## src/rtl/df_activity_monitor_if.sv

```systemverilog
// df_activity_monitor_if: control, handshake, stall and read-port signals of the activity monitor
interface df_activity_monitor_if #(
  parameter int NUM_CH = 8,
  parameter int CNT_W  = 32
);
  logic              mon_en;
  logic              mon_clr;
  logic [NUM_CH-1:0] ch_start;
  logic [NUM_CH-1:0] ch_ready;
  logic [NUM_CH-1:0] ch_done;
  logic [NUM_CH-1:0] ch_continue;
  logic [NUM_CH-1:0] ch_in_stall;
  logic [NUM_CH-1:0] ch_out_stall;
  logic              rd_req;
  logic [4:0]        rd_ch;
  logic [1:0]        rd_sel;
  logic              rd_valid;
  logic [CNT_W-1:0]  rd_data;
  logic [NUM_CH-1:0] ch_busy;
  logic              hang;
  logic [NUM_CH-1:0] hang_ch;
  modport master (
    output mon_en, mon_clr, ch_start, ch_ready, ch_done, ch_continue, ch_in_stall, ch_out_stall,
    output rd_req, rd_ch, rd_sel,
    input  rd_valid, rd_data, ch_busy, hang, hang_ch
  );
  modport slave (
    input  mon_en, mon_clr, ch_start, ch_ready, ch_done, ch_continue, ch_in_stall, ch_out_stall,
    input  rd_req, rd_ch, rd_sel,
    output rd_valid, rd_data, ch_busy, hang, hang_ch
  );
endinterface

```

## src/rtl/df_activity_monitor.sv

```systemverilog
// df_activity_monitor: per-process dataflow handshake statistics with a no-progress hang watchdog
module df_activity_monitor #(
  parameter int NUM_CH     = 8,
  parameter int CNT_W      = 32,
  parameter int WDOG_W     = 16,
  parameter int WDOG_LIMIT = 4096
) (
  input logic ap_clk,
  input logic ap_rst_n,
  df_activity_monitor_if.slave mon
);
  typedef enum logic [1:0] {IDLE, RUN, DONE_WAIT} state_t;
  state_t            state     [NUM_CH];
  state_t            state_nxt [NUM_CH];
  logic [CNT_W-1:0]  cnt       [NUM_CH][4];
  logic [3:0]        inc       [NUM_CH];
  logic [NUM_CH-1:0] fin;
  logic [WDOG_W-1:0] wdog;
  logic              progress;
  logic [CNT_W-1:0]  rd_mux;
  always_comb begin
    fin = mon.ch_done & mon.ch_continue;
    progress = |(mon.ch_ready | fin);
    mon.ch_busy = '0;
    rd_mux = '0;
    for (int i = 0; i < NUM_CH; i++) begin
      mon.ch_busy[i] = state[i] != IDLE;
      state_nxt[i] = state[i] == IDLE ? (mon.ch_start[i] ? RUN : IDLE)
                   : state[i] == RUN  ? (!mon.ch_done[i] ? RUN : !mon.ch_continue[i] ? DONE_WAIT : mon.ch_start[i] ? RUN : IDLE)
                   : (!mon.ch_continue[i] ? DONE_WAIT : mon.ch_start[i] ? RUN : IDLE);
      // counter order matches rd_sel: active, in_stall, out_stall, transactions
      inc[i] = {fin[i], state[i] == RUN && mon.ch_out_stall[i], state[i] == RUN && mon.ch_in_stall[i], state[i] != IDLE};
      if (mon.rd_ch == 5'(i)) rd_mux = cnt[i][mon.rd_sel];
    end
  end
  always_ff @(posedge ap_clk or negedge ap_rst_n)
    if (!ap_rst_n) begin
      for (int i = 0; i < NUM_CH; i++) begin
        state[i] <= IDLE;
        for (int k = 0; k < 4; k++) cnt[i][k] <= '0;
      end
      wdog         <= '0;
      mon.hang     <= 1'b0;
      mon.hang_ch  <= '0;
      mon.rd_valid <= 1'b0;
      mon.rd_data  <= '0;
    end else begin
      mon.rd_valid <= mon.rd_req;
      mon.rd_data  <= mon.rd_req ? rd_mux : '0;
      if (mon.mon_clr) begin
        for (int i = 0; i < NUM_CH; i++) begin
          state[i] <= IDLE;
          for (int k = 0; k < 4; k++) cnt[i][k] <= '0;
        end
        wdog        <= '0;
        mon.hang    <= 1'b0;
        mon.hang_ch <= '0;
      end else if (mon.mon_en) begin
        for (int i = 0; i < NUM_CH; i++) begin
          state[i] <= state_nxt[i];
          for (int k = 0; k < 4; k++)
            if (!mon.hang && inc[i][k] && cnt[i][k] != '1) cnt[i][k] <= cnt[i][k] + 1'b1;
        end
        if (progress || mon.ch_busy == '0) wdog <= '0;
        else if (!mon.hang) begin
          wdog <= wdog + 1'b1;
          if (wdog == WDOG_W'(WDOG_LIMIT - 1)) begin
            mon.hang    <= 1'b1;
            mon.hang_ch <= mon.ch_busy;
          end
        end
      end
    end
endmodule

```

## src/flat_wrapper.sv

```systemverilog
// flat-port wrapper written by rule: the top's interface ports become plain ports
module df_activity_monitor_flat 
#(
  parameter int NUM_CH     = 8,
  parameter int CNT_W      = 32,
  parameter int WDOG_W     = 16,
  parameter int WDOG_LIMIT = 4096
)
  (ap_clk, ap_rst_n, mon_mon_en, mon_mon_clr, mon_ch_start, mon_ch_ready, mon_ch_done, mon_ch_continue, mon_ch_in_stall, mon_ch_out_stall, mon_rd_req, mon_rd_ch, mon_rd_sel, mon_rd_valid, mon_rd_data, mon_ch_busy, mon_hang, mon_hang_ch);
  df_activity_monitor_if #(.NUM_CH(NUM_CH), .CNT_W(CNT_W)) mon_i ();
  input logic ap_clk;
  input logic ap_rst_n;
  input wire logic [$bits(mon_i.mon_en)-1:0] mon_mon_en;
  input wire logic [$bits(mon_i.mon_clr)-1:0] mon_mon_clr;
  input wire logic [$bits(mon_i.ch_start)-1:0] mon_ch_start;
  input wire logic [$bits(mon_i.ch_ready)-1:0] mon_ch_ready;
  input wire logic [$bits(mon_i.ch_done)-1:0] mon_ch_done;
  input wire logic [$bits(mon_i.ch_continue)-1:0] mon_ch_continue;
  input wire logic [$bits(mon_i.ch_in_stall)-1:0] mon_ch_in_stall;
  input wire logic [$bits(mon_i.ch_out_stall)-1:0] mon_ch_out_stall;
  input wire logic [$bits(mon_i.rd_req)-1:0] mon_rd_req;
  input wire logic [$bits(mon_i.rd_ch)-1:0] mon_rd_ch;
  input wire logic [$bits(mon_i.rd_sel)-1:0] mon_rd_sel;
  output wire logic [$bits(mon_i.rd_valid)-1:0] mon_rd_valid;
  output wire logic [$bits(mon_i.rd_data)-1:0] mon_rd_data;
  output wire logic [$bits(mon_i.ch_busy)-1:0] mon_ch_busy;
  output wire logic [$bits(mon_i.hang)-1:0] mon_hang;
  output wire logic [$bits(mon_i.hang_ch)-1:0] mon_hang_ch;
  assign mon_i.mon_en = mon_mon_en;
  assign mon_i.mon_clr = mon_mon_clr;
  assign mon_i.ch_start = mon_ch_start;
  assign mon_i.ch_ready = mon_ch_ready;
  assign mon_i.ch_done = mon_ch_done;
  assign mon_i.ch_continue = mon_ch_continue;
  assign mon_i.ch_in_stall = mon_ch_in_stall;
  assign mon_i.ch_out_stall = mon_ch_out_stall;
  assign mon_i.rd_req = mon_rd_req;
  assign mon_i.rd_ch = mon_rd_ch;
  assign mon_i.rd_sel = mon_rd_sel;
  assign mon_rd_valid = mon_i.rd_valid;
  assign mon_rd_data = mon_i.rd_data;
  assign mon_ch_busy = mon_i.ch_busy;
  assign mon_hang = mon_i.hang;
  assign mon_hang_ch = mon_i.hang_ch;
  df_activity_monitor #(.NUM_CH(NUM_CH), .CNT_W(CNT_W), .WDOG_W(WDOG_W), .WDOG_LIMIT(WDOG_LIMIT)) u_core (.ap_clk(ap_clk), .ap_rst_n(ap_rst_n), .mon(mon_i));
endmodule
```

## config.mk

```make
export PLATFORM = sky130hd
export DESIGN_NAME = df_activity_monitor_flat
export DESIGN_NICKNAME = d
export VERILOG_FILES = /design/src/rtl/df_activity_monitor_if.sv /design/src/rtl/df_activity_monitor.sv /design/src/flat_wrapper.sv
export SDC_FILE = /design/constraint.sdc
export NUM_CORES = 2
export LEC_CHECK = 0
export BUFFER_PORTS_ARGS = -buffer_cell sky130_fd_sc_hd__buf_2
export CELL_PAD_IN_SITES_DETAIL_PLACEMENT = 1
export CELL_PAD_IN_SITES_GLOBAL_PLACEMENT = 1
export CORE_ASPECT_RATIO = 1.75
export CORE_MARGIN = 5
export CORE_UTILIZATION = 54
export DETAILED_ROUTE_END_ITERATION = 8
export PLACE_DENSITY_LB_ADDON = 0.1
export RECOVER_POWER = 25
export REMOVE_ABC_BUFFERS = 1
export SLEW_MARGIN = 20
export SYNTH_ARGS = -nofsm -noshare
export SYNTH_HDL_FRONTEND = slang
export SYNTH_SLANG_ARGS = --single-unit
```

## constraint.sdc

```tcl
create_clock -name ap_clk -period 6.7 [get_ports ap_clk]
set_input_delay 1.34 -clock ap_clk [delete_from_list [all_inputs] [get_ports ap_clk]]
set_output_delay 1.34 -clock ap_clk [all_outputs]
set_load 0.01 [all_outputs]
```

==> summary.md <==
| Metric | Value |
|---|---|
| Status | `finished, violations left` |
| Failing checks | `max-capacitance violations, max-slew violations` |
| Worst-case headroom to the max-slew limit | `-149%` |
| Max frequency | `214 MHz` |
| Num ports | `110` |
| Vias in the first global route | `70200` |
| Psw | `3640 uW` |
| CTS buffer count | `111` |
| Die H | `485 um` |
| Hold Path Depth | `1` |
| Clock tree sinks | `1098` |
| FFs w/ async S/R, synth | `100%` |
| GRT overflow | `0` |
| CTS tree | `yes` |
| Crit path max-delay family | `buffers and inverters` |
| CP Buf/Inv Count | `2` |
| Internal power | `10900 uW` |
| Reg2reg path depth | `5` |
| Worst Setup Path Type | `in2async` |
| Nets@finish | `7432` |
| Antenna Nets Post-Route | `0` |
| Switch share | `25.1%` |
| Post-synth EDFFs | `0` |
| DR vias | `67700` |
| Power Dens Cells | `192 nW/um2` |
| Yosys reg bits | `1098` |
| Layout area overhead | `8.46%` |
| Worst slew pin tran | `3.74 ns` |
| CTS Buffer Depth | `3` |
| Max incr delay on CP | `2.67 ns` |
| Post-synth top area share | `39.5%` |
| Initial antenna violation count | `28` |
| Cell with the most instances after synthesis | `dfrtp_1` |
| Post-Route WL | `281000 um` |
| Reg area | `27500 um2` |
| Worst Hold Class | `reg2reg` |
| Post-synthesis sequential area ratio | `39.5%` |
| First-pass GRT wire length | `426000 um` |
| Gpl congestion | `1.02` |
| Clock power share | `48.1%` |
| Final Critical Period | `4.66 ns` |
| Total chip power | `14500 uW` |
| R2r setup slk | `2.84 ns` |
| Synth Area per Inst | `9.32 um2` |
| Yosys top cell by area | `dfrtp_1` |
| Avg WL per Cell | `30.9 um` |
| Die ar. | `136000 um2` |
| Final hold violation count | `0` |
| Synth cell types | `109` |
| VDD IR-drop max | `0.000215 V` |
| Row count | `174` |
| GRT Overall Usage | `40.2%` |
| CP endpoint kind | `async pin` |
| Largest net degree at the start of global routing | `151` |
| Min-delay src | `u_core.cnt[656]` |
| Vias per cell | `7.42` |
| Max Cap Viol | `8` |
| # hold bufs at CTS | `0` |
| Worst R2R Start | `u_core.mon.hang` |
| Cells after synthesis | `7472` |
| Clk slew on worst S/H paths | `0.07 ns` |
| Share of power burned in registers | `46.1%` |
| Post-DP HPWL | `208000 um` |
| RSZ-0062 raised after global routing | `false` |
| Combinational share of power | `5.8%` |
| Final Max Slew Viols | `584` |
| Fin Setup TNS | `0 ns` |
| Final setup vio count | `0` |
| First drt pass iteration count | `8` |
| Die Wd | `281 um` |
| DRC viols | `0` |
| Critical path arrival | `4.64 ns` |
| Crit-path max FO | `81` |
| Post-CTS resize count | `0` |
| Share of layout cells above drive strength 1 | `12.8%` |
| WP data required | `6.68 ns` |
| Multi-input logic area | `39900 um2` |
| Clk_skew | `0.0276 ns` |
| Hold-critical path endpoint | `u_core.cnt[656]` |
| Commonest cells post-synth | `dfrtp_1 (1098), a21oi_1 (751), nand2_1 (520), nor2_1 (475), o21ai_0 (398)` |
| DR iter-0 viols | `6274` |
| Clock insertion delay at the later pin of the skew report | `0.75 ns` |
| Critical Path, Cell by Cell | `buf_8 -> clkbuf_1` |
| Number of setup buffers added after CTS | `0` |
| Ys Warns | `0` |
| Core ar. | `128000 um2` |
| Tcrit/Tclk final | `69.6%` |
| Synth top area cells | `dfrtp_1 (39%), mux4_2 (8.2%), a21oi_1 (5.4%), or4_1 (4.1%), o31ai_1 (3.8%)` |
| Main synth FF type | `dfrtp_1` |
| Mapped Area | `69600 um2` |
| Slowest stage cell on the critical path | `clkbuf_1` |
| H-tree depth | `3` |
| Worst reg2reg path endpoint | `u_core.cnt[379]` |
| Initial Util | `54.3%` |
| Pleak | `0.0272 uW` |
| Crit path launch type | `primary input` |
| PortBufs | `109` |
| CP Depth | `2` |
| Filler cell count | `14500` |
| CTS root buffer | `clkbuf_16` |
[flip-flops by register name, indices dropped and copies added, names as in the netlist]
register,count
u_core.cnt,1024
u_core.mon.rd_data,32
u_core.state,16
u_core.wdog,16
u_core.mon.hang_ch,8
u_core.mon.hang,1
u_core.mon.rd_valid,1
[worst max path at each step]
stage,start,to
detailed placement,mon_mon_en,u_core.cnt[365]
finish,ap_rst_n,u_core.cnt[261]
global placement,mon_mon_en,u_core.cnt[759]
CTS,mon_mon_en,u_core.cnt[379]
global route,ap_rst_n,u_core.cnt[266]
floorplan,mon_mon_clr,u_core.cnt[377]
[cells in the final DEF (no fill, tap or decap), drive strengths merged, types with 21 or more instances in the layout]
| cell type | count |
|---|---|
| a211oi | 42 |
| a21oi | 751 |
| a22oi | 29 |
| a31oi | 30 |
| and2 | 82 |
| and3 | 122 |
| and4 | 116 |
| buf | 195 |
| clkbuf | 180 |
| clkinv | 22 |
| dfrtp | 1098 |
| ha | 33 |
| inv | 145 |
| mux2 | 135 |
| mux2i | 42 |
| mux4 | 256 |
| nand2 | 520 |
| nand3 | 366 |
| nand4 | 314 |
| nor2 | 476 |
| nor2b | 127 |
| nor3 | 87 |
| nor4 | 167 |
| nor4b | 25 |
| o211ai | 44 |
| o21a | 36 |
| o21ai | 403 |
| o221a | 21 |
| o31a | 25 |
| o31ai | 352 |
| o41ai | 25 |
| or2 | 47 |
| or3 | 376 |
| or4 | 378 |
| xnor2 | 65 |
| xor2 | 28 |
[cell type report]
class | count | area share [%]
multi-input combinational | 5769 | 52.9
antenna | 18 | 0.0597
clock buffer | 161 | 4.41
tap | 1672 | 2.77
clock inverter | 43 | 0.837
timing repair buffer | 214 | 1.91
inverter | 145 | 0.724
sequential | 1098 | 36.4
[routing by layer]
layer / wire [um] / up-vias / GRT usage, %
met3: 20300 / 1126 / 8.40
met2: 135000 / 2889 / 66.3
met4: 32300 / 14 / 35.2
li1: - / 28900 / -
met1: 94000 / 34800 / 43.4
met5: 96 / - / 0
[power groups by stage]
stage | clock (uW) | sequential [uW] | combinational [uW]
floorplan | 0 | 6800 | 245
global placement | 0 | 6810 | 819
detailed placement | 0 | 6810 | 833
CTS | 7030 | 6690 | 837
global route | 7300 | 6690 | 891
finish | 6980 | 6690 | 834
[cell families after synthesis]
logic type | Yosys count | share of synthesized area, %
buffers and inverters | 605 | 3.47
adder cells (fa/ha/maj) | 33 | 0.593
XOR/XNOR | 93 | 1.17
flip-flops | 1098 | 39.5
AND/OR/NAND/NOR | 3289 | 27.1
multiplexers | 433 | 11.1
AO/OA/AOI/OAI | 1921 | 17.1
[per-stage QoR]
stage	hold slack (ns)	worst slack [ns]	utilization [%]	std cells	instance area, um2
final	0.535	2.04	58.9	9120	75500
after global routing	0.559	1.24	58.8	9103	75500
after CTS	0.524	2.64	58.8	9099	75500
after detailed placement	0.515	1.87	55.8	8895	71500
after global placement	0.498	2.07	55.8	8895	71500
after floorplan	0.467	1.64	-	7012	67700
Power figures use the tool's default switching activity.
